`src/rtl/sub_arb_pkg.sv`:
```
// rtl/sub_arb_pkg.sv - shared constants and FSM encoding for the subtractor arbiter
package sub_arb_pkg;

    localparam int W_DEF   = 64;
    localparam int IDW_DEF = 2;
    localparam int STAT_W  = 16;

    typedef enum logic [1:0] {
        ST_IDLE = 2'd0,
        ST_EXEC = 2'd1,
        ST_RESP = 2'd2
    } state_t;

endpackage

```
`src/rtl/sub_share_arbiter_if.sv`:
```
// rtl/sub_share_arbiter_if.sv - request/response bundle between requesters and the shared subtractor
interface sub_share_arbiter_if
    import sub_arb_pkg::*;
#(
    parameter int NREQ = 2,
    parameter int W    = W_DEF,
    parameter int IDW  = IDW_DEF
);

    logic [NREQ-1:0]   req_valid;
    logic [NREQ-1:0]   req_ready;
    logic [NREQ*W-1:0] req_a;
    logic [NREQ*W-1:0] req_b;
    logic              rsp_valid;
    logic              rsp_ready;
    logic [IDW-1:0]    rsp_id;
    logic [W-1:0]      rsp_diff;
    logic              rsp_borrow;
    logic              rsp_overflow;

    modport master (
        output req_valid, req_a, req_b, rsp_ready,
        input  req_ready, rsp_valid, rsp_id, rsp_diff, rsp_borrow, rsp_overflow
    );

    modport slave (
        input  req_valid, req_a, req_b, rsp_ready,
        output req_ready, rsp_valid, rsp_id, rsp_diff, rsp_borrow, rsp_overflow
    );

endinterface

```
`src/rtl/bit64_subtractor.sv`:
```
// rtl/bit64_subtractor.sv - 64-bit ripple-borrow subtractor, purely combinational
module bit64_subtractor (
    input  logic [63:0] a,
    input  logic [63:0] b,
    output logic [63:0] diff,
    output logic        borrow
);

    logic bw;

    always_comb begin
        bw   = 1'b0;
        diff = '0;
        for (int i = 0; i < 64; i++) begin
            diff[i] = a[i] ^ b[i] ^ bw;
            bw      = (~a[i] & b[i]) | (~(a[i] ^ b[i]) & bw);
        end
        borrow = bw;
    end

endmodule

```
`src/rtl/sub_share_arbiter.sv`:
```
// rtl/sub_share_arbiter.sv - round-robin share of one registered 64-bit subtractor; SUB_ARB_STATS_EN adds grant counters
module sub_share_arbiter
    import sub_arb_pkg::*;
#(
    parameter int NREQ = 2,
    parameter int W    = W_DEF,
    parameter int IDW  = IDW_DEF
) (
    input  logic                   clk,
    input  logic                   rst_n,
    sub_share_arbiter_if.slave     bus
`ifdef SUB_ARB_STATS_EN
    ,
    output logic [NREQ*STAT_W-1:0] stat_grants,
    input  logic                   stat_clr
`endif
);

    state_t         state_q, state_d;
    logic [IDW-1:0] rr_ptr;
    logic [IDW-1:0] grant_idx;
    logic [IDW-1:0] id_q;
    logic           grant_vld;
    logic [W-1:0]   op_a, op_b;
    logic [W-1:0]   sub_diff;
    logic           sub_borrow;
    logic           sub_ovf;
    int             cand;

    // Search upward from rr_ptr, wrapping, for the first active requester.
    always_comb begin
        grant_vld = 1'b0;
        grant_idx = '0;
        cand      = 0;
        for (int k = 0; k < NREQ; k++) begin
            cand = int'(rr_ptr) + k;
            if (cand >= NREQ) cand = cand - NREQ;
            if (!grant_vld && |(bus.req_valid & (NREQ'(1) << cand))) begin
                grant_vld = 1'b1;
                grant_idx = IDW'(cand);
            end
        end
    end

    // Gated by rst_n so no requester sees an accept while reset is held.
    assign bus.req_ready = (rst_n && state_q == ST_IDLE && grant_vld) ?
                           (NREQ'(1) << grant_idx) : '0;

    always_ff @(posedge clk or negedge rst_n) begin
        if (!rst_n) state_q <= ST_IDLE;
        else        state_q <= state_d;
    end

    always_comb begin
        state_d = state_q;
        case (state_q)
            ST_IDLE: if (grant_vld) state_d = ST_EXEC;
            ST_EXEC: state_d = ST_RESP;
            ST_RESP: if (bus.rsp_ready) state_d = ST_IDLE;
            default: state_d = ST_IDLE;
        endcase
    end

    bit64_subtractor u_sub (
        .a      (op_a),
        .b      (op_b),
        .diff   (sub_diff),
        .borrow (sub_borrow)
    );

    assign sub_ovf = (op_a[W-1] & ~op_b[W-1] & ~sub_diff[W-1]) |
                     (~op_a[W-1] & op_b[W-1] & sub_diff[W-1]);

    always_ff @(posedge clk or negedge rst_n) begin
        if (!rst_n) begin
            rr_ptr           <= '0;
            id_q             <= '0;
            op_a             <= '0;
            op_b             <= '0;
            bus.rsp_valid    <= 1'b0;
            bus.rsp_id       <= '0;
            bus.rsp_diff     <= '0;
            bus.rsp_borrow   <= 1'b0;
            bus.rsp_overflow <= 1'b0;
        end else begin
            if (state_q == ST_IDLE && grant_vld) begin
                op_a   <= W'(bus.req_a >> (int'(grant_idx) * W));
                op_b   <= W'(bus.req_b >> (int'(grant_idx) * W));
                id_q   <= grant_idx;
                rr_ptr <= (grant_idx == IDW'(NREQ - 1)) ? '0 : grant_idx + 1'b1;
            end
            if (state_q == ST_EXEC) begin
                bus.rsp_valid    <= 1'b1;
                bus.rsp_id       <= id_q;
                bus.rsp_diff     <= sub_diff;
                bus.rsp_borrow   <= sub_borrow;
                bus.rsp_overflow <= sub_ovf;
            end
            if (state_q == ST_RESP && bus.rsp_ready) bus.rsp_valid <= 1'b0;
        end
    end

`ifdef SUB_ARB_STATS_EN
    for (genvar i = 0; i < NREQ; i++) begin : g_stat
        logic [STAT_W-1:0] cnt;
        always_ff @(posedge clk or negedge rst_n) begin
            if (!rst_n)                                          cnt <= '0;
            else if (stat_clr)                                   cnt <= '0;
            else if (bus.req_valid[i] && bus.req_ready[i] && cnt != '1) cnt <= cnt + 1'b1;
        end
        assign stat_grants[i*STAT_W +: STAT_W] = cnt;
    end
`endif

endmodule

```
`src/flat_wrapper.sv`:
```
// flat-port wrapper written by rule: the top's interface ports become plain ports
module sub_share_arbiter_flat import sub_arb_pkg::*;
#(
    parameter int NREQ = 2,
    parameter int W    = W_DEF,
    parameter int IDW  = IDW_DEF
)
  (clk, rst_n, bus_req_valid, bus_req_a, bus_req_b, bus_rsp_ready, bus_req_ready, bus_rsp_valid, bus_rsp_id, bus_rsp_diff, bus_rsp_borrow, bus_rsp_overflow);
  sub_share_arbiter_if #(.NREQ(NREQ), .W(W), .IDW(IDW)) bus_i ();
  input  logic clk;
  input  logic rst_n;
  input wire logic [$bits(bus_i.req_valid)-1:0] bus_req_valid;
  input wire logic [$bits(bus_i.req_a)-1:0] bus_req_a;
  input wire logic [$bits(bus_i.req_b)-1:0] bus_req_b;
  input wire logic [$bits(bus_i.rsp_ready)-1:0] bus_rsp_ready;
  output wire logic [$bits(bus_i.req_ready)-1:0] bus_req_ready;
  output wire logic [$bits(bus_i.rsp_valid)-1:0] bus_rsp_valid;
  output wire logic [$bits(bus_i.rsp_id)-1:0] bus_rsp_id;
  output wire logic [$bits(bus_i.rsp_diff)-1:0] bus_rsp_diff;
  output wire logic [$bits(bus_i.rsp_borrow)-1:0] bus_rsp_borrow;
  output wire logic [$bits(bus_i.rsp_overflow)-1:0] bus_rsp_overflow;
  assign bus_i.req_valid = bus_req_valid;
  assign bus_i.req_a = bus_req_a;
  assign bus_i.req_b = bus_req_b;
  assign bus_i.rsp_ready = bus_rsp_ready;
  assign bus_req_ready = bus_i.req_ready;
  assign bus_rsp_valid = bus_i.rsp_valid;
  assign bus_rsp_id = bus_i.rsp_id;
  assign bus_rsp_diff = bus_i.rsp_diff;
  assign bus_rsp_borrow = bus_i.rsp_borrow;
  assign bus_rsp_overflow = bus_i.rsp_overflow;
  sub_share_arbiter #(.NREQ(NREQ), .W(W), .IDW(IDW)) u_core (.clk(clk), .rst_n(rst_n), .bus(bus_i));
endmodule
```
`config.mk`:
```
export PLATFORM = sky130hd
export DESIGN_NAME = sub_share_arbiter_flat
export DESIGN_NICKNAME = d
export VERILOG_FILES = /design/src/rtl/sub_arb_pkg.sv /design/src/rtl/sub_share_arbiter_if.sv /design/src/rtl/bit64_subtractor.sv /design/src/rtl/sub_share_arbiter.sv /design/src/flat_wrapper.sv
export SDC_FILE = /design/constraint.sdc
export NUM_CORES = 1
export LEC_CHECK = 0
export ABC_CLOCK_PERIOD_IN_PS = 69800
export CORE_MARGIN = 4
export CORE_UTILIZATION = 51
export DETAILED_ROUTE_END_ITERATION = 8
export PLACE_DENSITY_LB_ADDON = 0.12
export SYNTH_ARGS = -nofsm -noshare
export SYNTH_HDL_FRONTEND = slang
export SYNTH_SLANG_ARGS = --single-unit
```
`constraint.sdc`:
```
create_clock -name clk -period 69.8 [get_ports clk]
set_input_delay 10.47 -clock clk [delete_from_list [all_inputs] [get_ports clk]]
set_output_delay 10.47 -clock clk [all_outputs]
set_load 0.03 [all_outputs]
```
==> flow_summary.ini, run 1 <==
[run_status]
status = finished clean

[clock_tree]
post-cts-setup-buffers = 0
h-tree-depth = 1
clk_path_buf_depth = 3
postCtsHoldBufs = 0
cts_sinks = 203
clkTransAtPathRegs_ns = 0.06
cts_root_buffer = clkbuf_16
cts_tree = built
cts_made_buffers = 22
insertion_delay_ns = 0.50
ctsResizeCount = 0

[grt]
grt_pass1_wl_mm = 46.54
grt_max_degree = 86
grt-ovfl-total = 0
antenna_found_initial = 3
grt_use_total = 0.2650
grt_pass1_vias = 8572

[hold_path]
hold_depth = 2
worstHoldStart = u_core.bus.rsp_diff[4]
hold_end = u_core.bus.rsp_diff[4]
hold_class = flip-flop to flip-flop

[worst_setup_path]
cp.required_ns = 70.19
cpMaxStageDelayCell = fa_1
reg2reg_from = u_core.op_b[0]
r2r_end = u_core.bus.rsp_diff[63]
r2r_setup_slack_ns = 43.63
r2r_cells = 66
worstSetupPathType = flip-flop to flip-flop
endpoint_kind = flip-flop
startpoint_type = flip-flop
path_common_cell = fa_1
path_max_fanout = 2
worstPathArrival_ns = 26.56
timing.critical_path.buf_inv = 1
crit_family = adder cells
slowest_delay_ns = 0.42

[layout]
fin_util = 0.7294
areaGrowthSynthToFinish_pct = 39.60
drive_gt1_frac = 0.04580
fin_nets = 1490
fin_area_um2 = 14340
layoutNonFillerInstCount = 1449
fillers = 1484

[sta]
post-route-period-util = 0.3750
max_freq_mhz = 38.20
finalClockSkew_ns = 0.007595
whs_ns = 0.4775
worst_slack_ns = 43.63
finalSetupViolations = 0
maxSlewViolCount = 0
setup-tns-final_ns = 0
rsz0062_at_grt = false
finalHoldViolations = 0
tightest_slew_ns = 1.010
slew-limit-headroom = 0.3267
min_period_ns = 26.17

[synthesis]
yosys-top-cells-count = 203 x dfrtp_1, 128 x a221o_1, 119 x inv_1
ys_seq_area_frac = 0.4947
syn_area_per_cell_um2 = 11.62
syn_nets = 1211
synth_async_sr_flop_share = 1.000
synthTopCellsByArea = dfrtp_1 49%, a221o_1 12%, fa_1 12%
ys_ff_latch = 203
synth_flop_cell = dfrtp_1
synth_top_area_cell = dfrtp_1
synth_cell_types = 27
syn_inst = 884
syn_area_um2 = 10270
synth_edf_count = 0
yosysWarnings = 0
yosysTopAreaCellShare = 0.4947
synth_most_common_cell = dfrtp_1

[placement]
io_buffers = 331
postPlaceCellArea_um2 = 13590
pre_cts_slack_ns = 43.67
place_congestion = 0.8332
dp_hpwl_mm = 20.84
dp_cells = 1404

[drt]
vias = 8324
drt_pre_antenna_iters = 5
drt.antenna.violating_nets = 0
viasPerCell = 5.745
wire_per_inst_um = 20.96
route.final.wire_length_mm = 30.38
drt-initial-drc-count = 402
drc_errors = 0

[power_and_ir_drop]
cellPowerDensity_nw_per_um2 = 46.49
finalPower_mw = 0.6664
vdd_drop_max_mv = 0.02454
p_leak_nw = 6.096

[die]
core-area_um2 = 19650
die_w_um = 149.9
num_rows = 51
start_util = 0.5225
dieArea_um2 = 22470
die_h_um = 149.9
io_pins = 332

[run]
drv_cap = 0
## worst reg2reg max path: cells and delay by family, from the launching register on
| kind | cells | cell delay, ns |
|---|---|---|
| multiplexers | 1 | 0.26 |
| buffers and inverters | 1 | 0.09 |
| flip-flops | 1 | 0.38 |
| adder cells (fa/ha/maj) | 64 | 25.34 |
## cell families (layout without fill, tap and decap cells)
family                   after synthesis  count (layout)  synth area share
other                                  0               5                 0
multiplexers                           4               4          0.004264
AO/OA/AOI/OAI                        201             201            0.1611
flip-flops                           203             203            0.4947
buffers and inverters                205             500           0.08602
adder cells (fa/ha/maj)               66              66            0.1265
AND/OR/NAND/NOR                      205             205            0.1275
## area by class of cell
class / instances / area, um^2 / share of cell area
multi-input cells: 476 / 4339 / 0.3027
repair buffers: 341 / 3392 / 0.2366
flip-flops and latches: 203 / 5080 / 0.3544
well taps: 265 / 331.6 / 0.02313
inverters: 119 / 449.2 / 0.03133
clock inverters: 5 / 50.05 / 0.003491
clock buffers: 35 / 680.7 / 0.04748
diodes: 5 / 12.51 / 0.0008728
## power breakdown
| group | switching (mW) | internal (mW) |
|---|---|---|
| clock network | 0.0455 | 0.0703 |
| logic | 0.188 | 0.146 |
| registers | 0.0407 | 0.176 |
## cell usage in the layout (no fill, tap or decap), types with 2 or more instances in the layout
cell type and count:
clkbuf_1 6, a21oi_1 2, clkbuf_16 23, diode_2 5, clkdlybuf4s50_1 330, a221o_1 128, ha_1 3, fa_1 63
and2_1 4, inv_1 118, nor4_1 50, clkbuf_8 7, nor4b_1 78, a21o_1 2, mux2_2 3, dfrtp_1 203
buf_4 10, nand2_1 66, clkinv_2 4, o21ai_0 67
## how the worst max path moves through the flow
stage                         startpoint                 endpoint  cells after the start
final                     u_core.op_b[0]  u_core.bus.rsp_diff[63]                     66
after global routing      u_core.op_b[0]  u_core.bus.rsp_diff[63]                     66
after CTS                 u_core.op_b[0]  u_core.bus.rsp_diff[63]                     66
after detailed placement  u_core.op_b[0]  u_core.bus.rsp_diff[63]                     66
after global placement    u_core.op_b[0]  u_core.bus.rsp_diff[63]                     66
after floorplan           u_core.op_b[0]  u_core.bus.rsp_diff[63]                     66
## state kept, by name, indices dropped and copies added (netlist names)
register                 count
u_core.bus.rsp_valid         1
u_core.bus.rsp_id            2
u_core.state_q               2
u_core.rr_ptr                2
u_core.op_a                 64
u_core.id_q                  2
u_core.op_b                 64
u_core.bus.rsp_diff         64
u_core.bus.rsp_overflow      1
u_core.bus.rsp_borrow        1
## layer usage
| layer | share of wire | global-route usage | vias to the layer above |
|---|---|---|---|
| li1 | - | - | 3787 |
| met1 | 0.38 | 0.3400 | 4124 |
| met2 | 0.49 | 0.4397 | 373 |
| met3 | 0.10 | 0.07935 | 40 |
| met4 | 0.022 | 0.07594 | 0 |
| met5 | 0 | 0 | - |
No activity file was read; power rests on OpenSTA's default activity.
==> run 2: changes to the inputs <==
- ABC_CLOCK_PERIOD_IN_PS: 69800 -> 26800
- CORE_UTILIZATION: 51 -> 47
- clock period: 69.8 -> 26.8 ns (I/O delays scaled with it)
==> run 2 against run 1 <==
Sequential cell count unchanged. Routed wire length decreased by 2.6%. Critical path depth unchanged. Die area increased by 8.0%. Fmax increased by 0.55%. Non-clock buffer count decreased by 3. Critical path type unchanged. First-iteration DRC count increased by 12%. Power increased to 2.6 times the previous value. Clock skew increased by 0.0019 ns. Sequential power increased to 2.6 times the previous value. Largest cell class unchanged. Highest routed layer is now met5.
==> flow_summary.ini, run 2 (synthesis results as in run 1) <==
[clock_tree]
cts_tree = built
cts_sinks = 203
cts_root_buffer = clkbuf_16
cts_made_buffers = 22
postCtsHoldBufs = 0
clkTransAtPathRegs_ns = 0.06
ctsResizeCount = 0
clk_path_buf_depth = 3
insertion_delay_ns = 0.50
post-cts-setup-buffers = 0
h-tree-depth = 1

[grt]
grt_use_total = 0.2381
grt-ovfl-total = 0
antenna_found_initial = 4
grt_pass1_wl_mm = 45.91
grt_pass1_vias = 8416
grt_max_degree = 135

[sta]
maxSlewViolCount = 0
setup-tns-final_ns = 0
tightest_slew_ns = 1.188
max_freq_mhz = 38.42
slew-limit-headroom = 0.2079
finalSetupViolations = 0
rsz0062_at_grt = false
min_period_ns = 26.03
post-route-period-util = 0.9713
whs_ns = 0.4755
finalHoldViolations = 0
finalClockSkew_ns = 0.009461

[power_and_ir_drop]
pwr-share-clk = 0.172
seqPwrFrac = 0.330
p_int_mw = 1.012
finalPower_mw = 1.713
vdd_drop_max_mv = 0.04998
p_switching_mw = 0.7016
p_comb_frac = 0.498
cellPowerDensity_nw_per_um2 = 119.9
p_leak_nw = 6.055
swShare = 0.4095

[drt]
drt.antenna.violating_nets = 0
viasPerCell = 5.594
drt-initial-drc-count = 452
vias = 8111
drc_errors = 0
route.final.wire_length_mm = 29.60
drt_pre_antenna_iters = 5
wire_per_inst_um = 20.42

[worst_setup_path]
cpMaxStageDelayCell = fa_1
crit_family = adder cells
r2r_setup_slack_ns = 0.77
cp.depth = 66
path_common_cell = fa_1
timing.critical_path.buf_inv = 1
startpoint_type = flip-flop
reg2reg_from = u_core.op_b[0]
r2r_end = u_core.bus.rsp_diff[63]
worstPathArrival_ns = 26.41
cp.required_ns = 27.18
slowest_delay_ns = 0.43
r2r_cells = 66
crit_path_end = u_core.bus.rsp_diff[63]
endpoint_kind = flip-flop
path_max_fanout = 2
startpoint = u_core.op_b[0]
worstSetupPathType = flip-flop to flip-flop

[layout]
multi_input_area_um2 = 4344
fillers = 1688
drive_gt1_frac = 0.04096
areaGrowthSynthToFinish_pct = 39.16
fin_util = 0.6713
reg.largest.list = u_core.bus.rsp_diff x64, u_core.op_a x64, u_core.op_b x64
layout_common_cells = 330 x clkdlybuf4s50_1, 203 x dfrtp_1, 128 x a221o_1, 118 x inv_1, 78 x nor4b_1
seqCellArea_um2 = 5080
fin_area_um2 = 14290
fin_nets = 1487
final_common_cell = clkdlybuf4s50_1

[placement]
io_buffers = 331
dp_hpwl_mm = 20.87
postPlaceCellArea_um2 = 13580
place_congestion = 0.8016

[run_status]
status = finished clean

[die]
io_pins = 332
num_rows = 53
die_w_um = 155.8
die_h_um = 155.8
core-area_um2 = 21290
dieArea_um2 = 24280
start_util = 0.4824

[run]
drv_cap = 0

[hold_path]
hold_class = flip-flop to flip-flop
[run 2: cell count changes in the layout (fill, tap and decap cells not counted)]
cell	delta
buf_4	-3
clkbuf_8	-2
diode_2	-2
fa_2	+2
clkinv_4	+1
fa_1	-2
clkbuf_1	+1
clkinv_2	-4
[run 2: power groups by stage]
stage	combinational, mW	clock [mW]	sequential, mW
after global routing	0.955	0.312	0.585
after floorplan	0.486	0	0.639
after CTS	0.867	0.301	0.566
final	0.854	0.294	0.565
after global placement	0.834	0	0.565
after detailed placement	0.859	0	0.570
[run 2: stage by stage]
step                cells  setup slack [ns]
finish               1450            0.7692
global placement     1411             1.104
detailed placement   1411            0.7089
floorplan             884             1.845
global route         1449           0.03282
CTS                  1447            0.6454
[run 2: cell type report]
type                            count  area share
Multi-Input combinational cell    476      0.3040
Clock inverter                      2    0.002714
Clock buffer                       34     0.04597
Tap cell                          275     0.02408
Timing Repair Buffer              338      0.2358
Inverter                          119     0.03143
Sequential cell                   203      0.3555
Antenna cell                        3   0.0005253
[run 2: how the worst min path moves through the flow]
| stage | startpoint | endpoint | slack, ns | depth (start not counted) |
|---|---|---|---|---|
| after CTS | u_core.id_q[0] | u_core.id_q[0] | 0.48 | 1 |
| after detailed placement | u_core.id_q[0] | u_core.id_q[0] | 0.47 | 1 |
| after global routing | u_core.bus.rsp_diff[17] | u_core.bus.rsp_diff[17] | 0.50 | 2 |
| after global placement | u_core.bus.rsp_diff[8] | u_core.bus.rsp_diff[8] | 0.46 | 2 |
| final | u_core.bus.rsp_diff[46] | u_core.bus.rsp_diff[46] | 0.48 | 2 |
| after floorplan | u_core.id_q[0] | u_core.id_q[0] | 0.45 | 1 |
[run 2: worst reg2reg max path: cells and delay by family, from the launching register on]
family	cells	cell delay (ns)
buf+inv	1	0.08
mux	1	0.26
flops	1	0.38
fa+ha+maj	64	25.18
[run 2: per-layer routing]
layer,GRT usage,part of all wire,vias to the layer above
li1,-,-,3766
met1,0.3079,0.39,3939
met2,0.3866,0.48,347
met3,0.07129,0.097,55
met4,0.07962,0.035,4
met5,0,0.00091,-
==> run 3: changes to the inputs <==
- SKIP_LAST_GASP: not set -> 1
==> results of run 3 <==
Same layout as run 2: the final DEF is identical, and so are final timing and power.
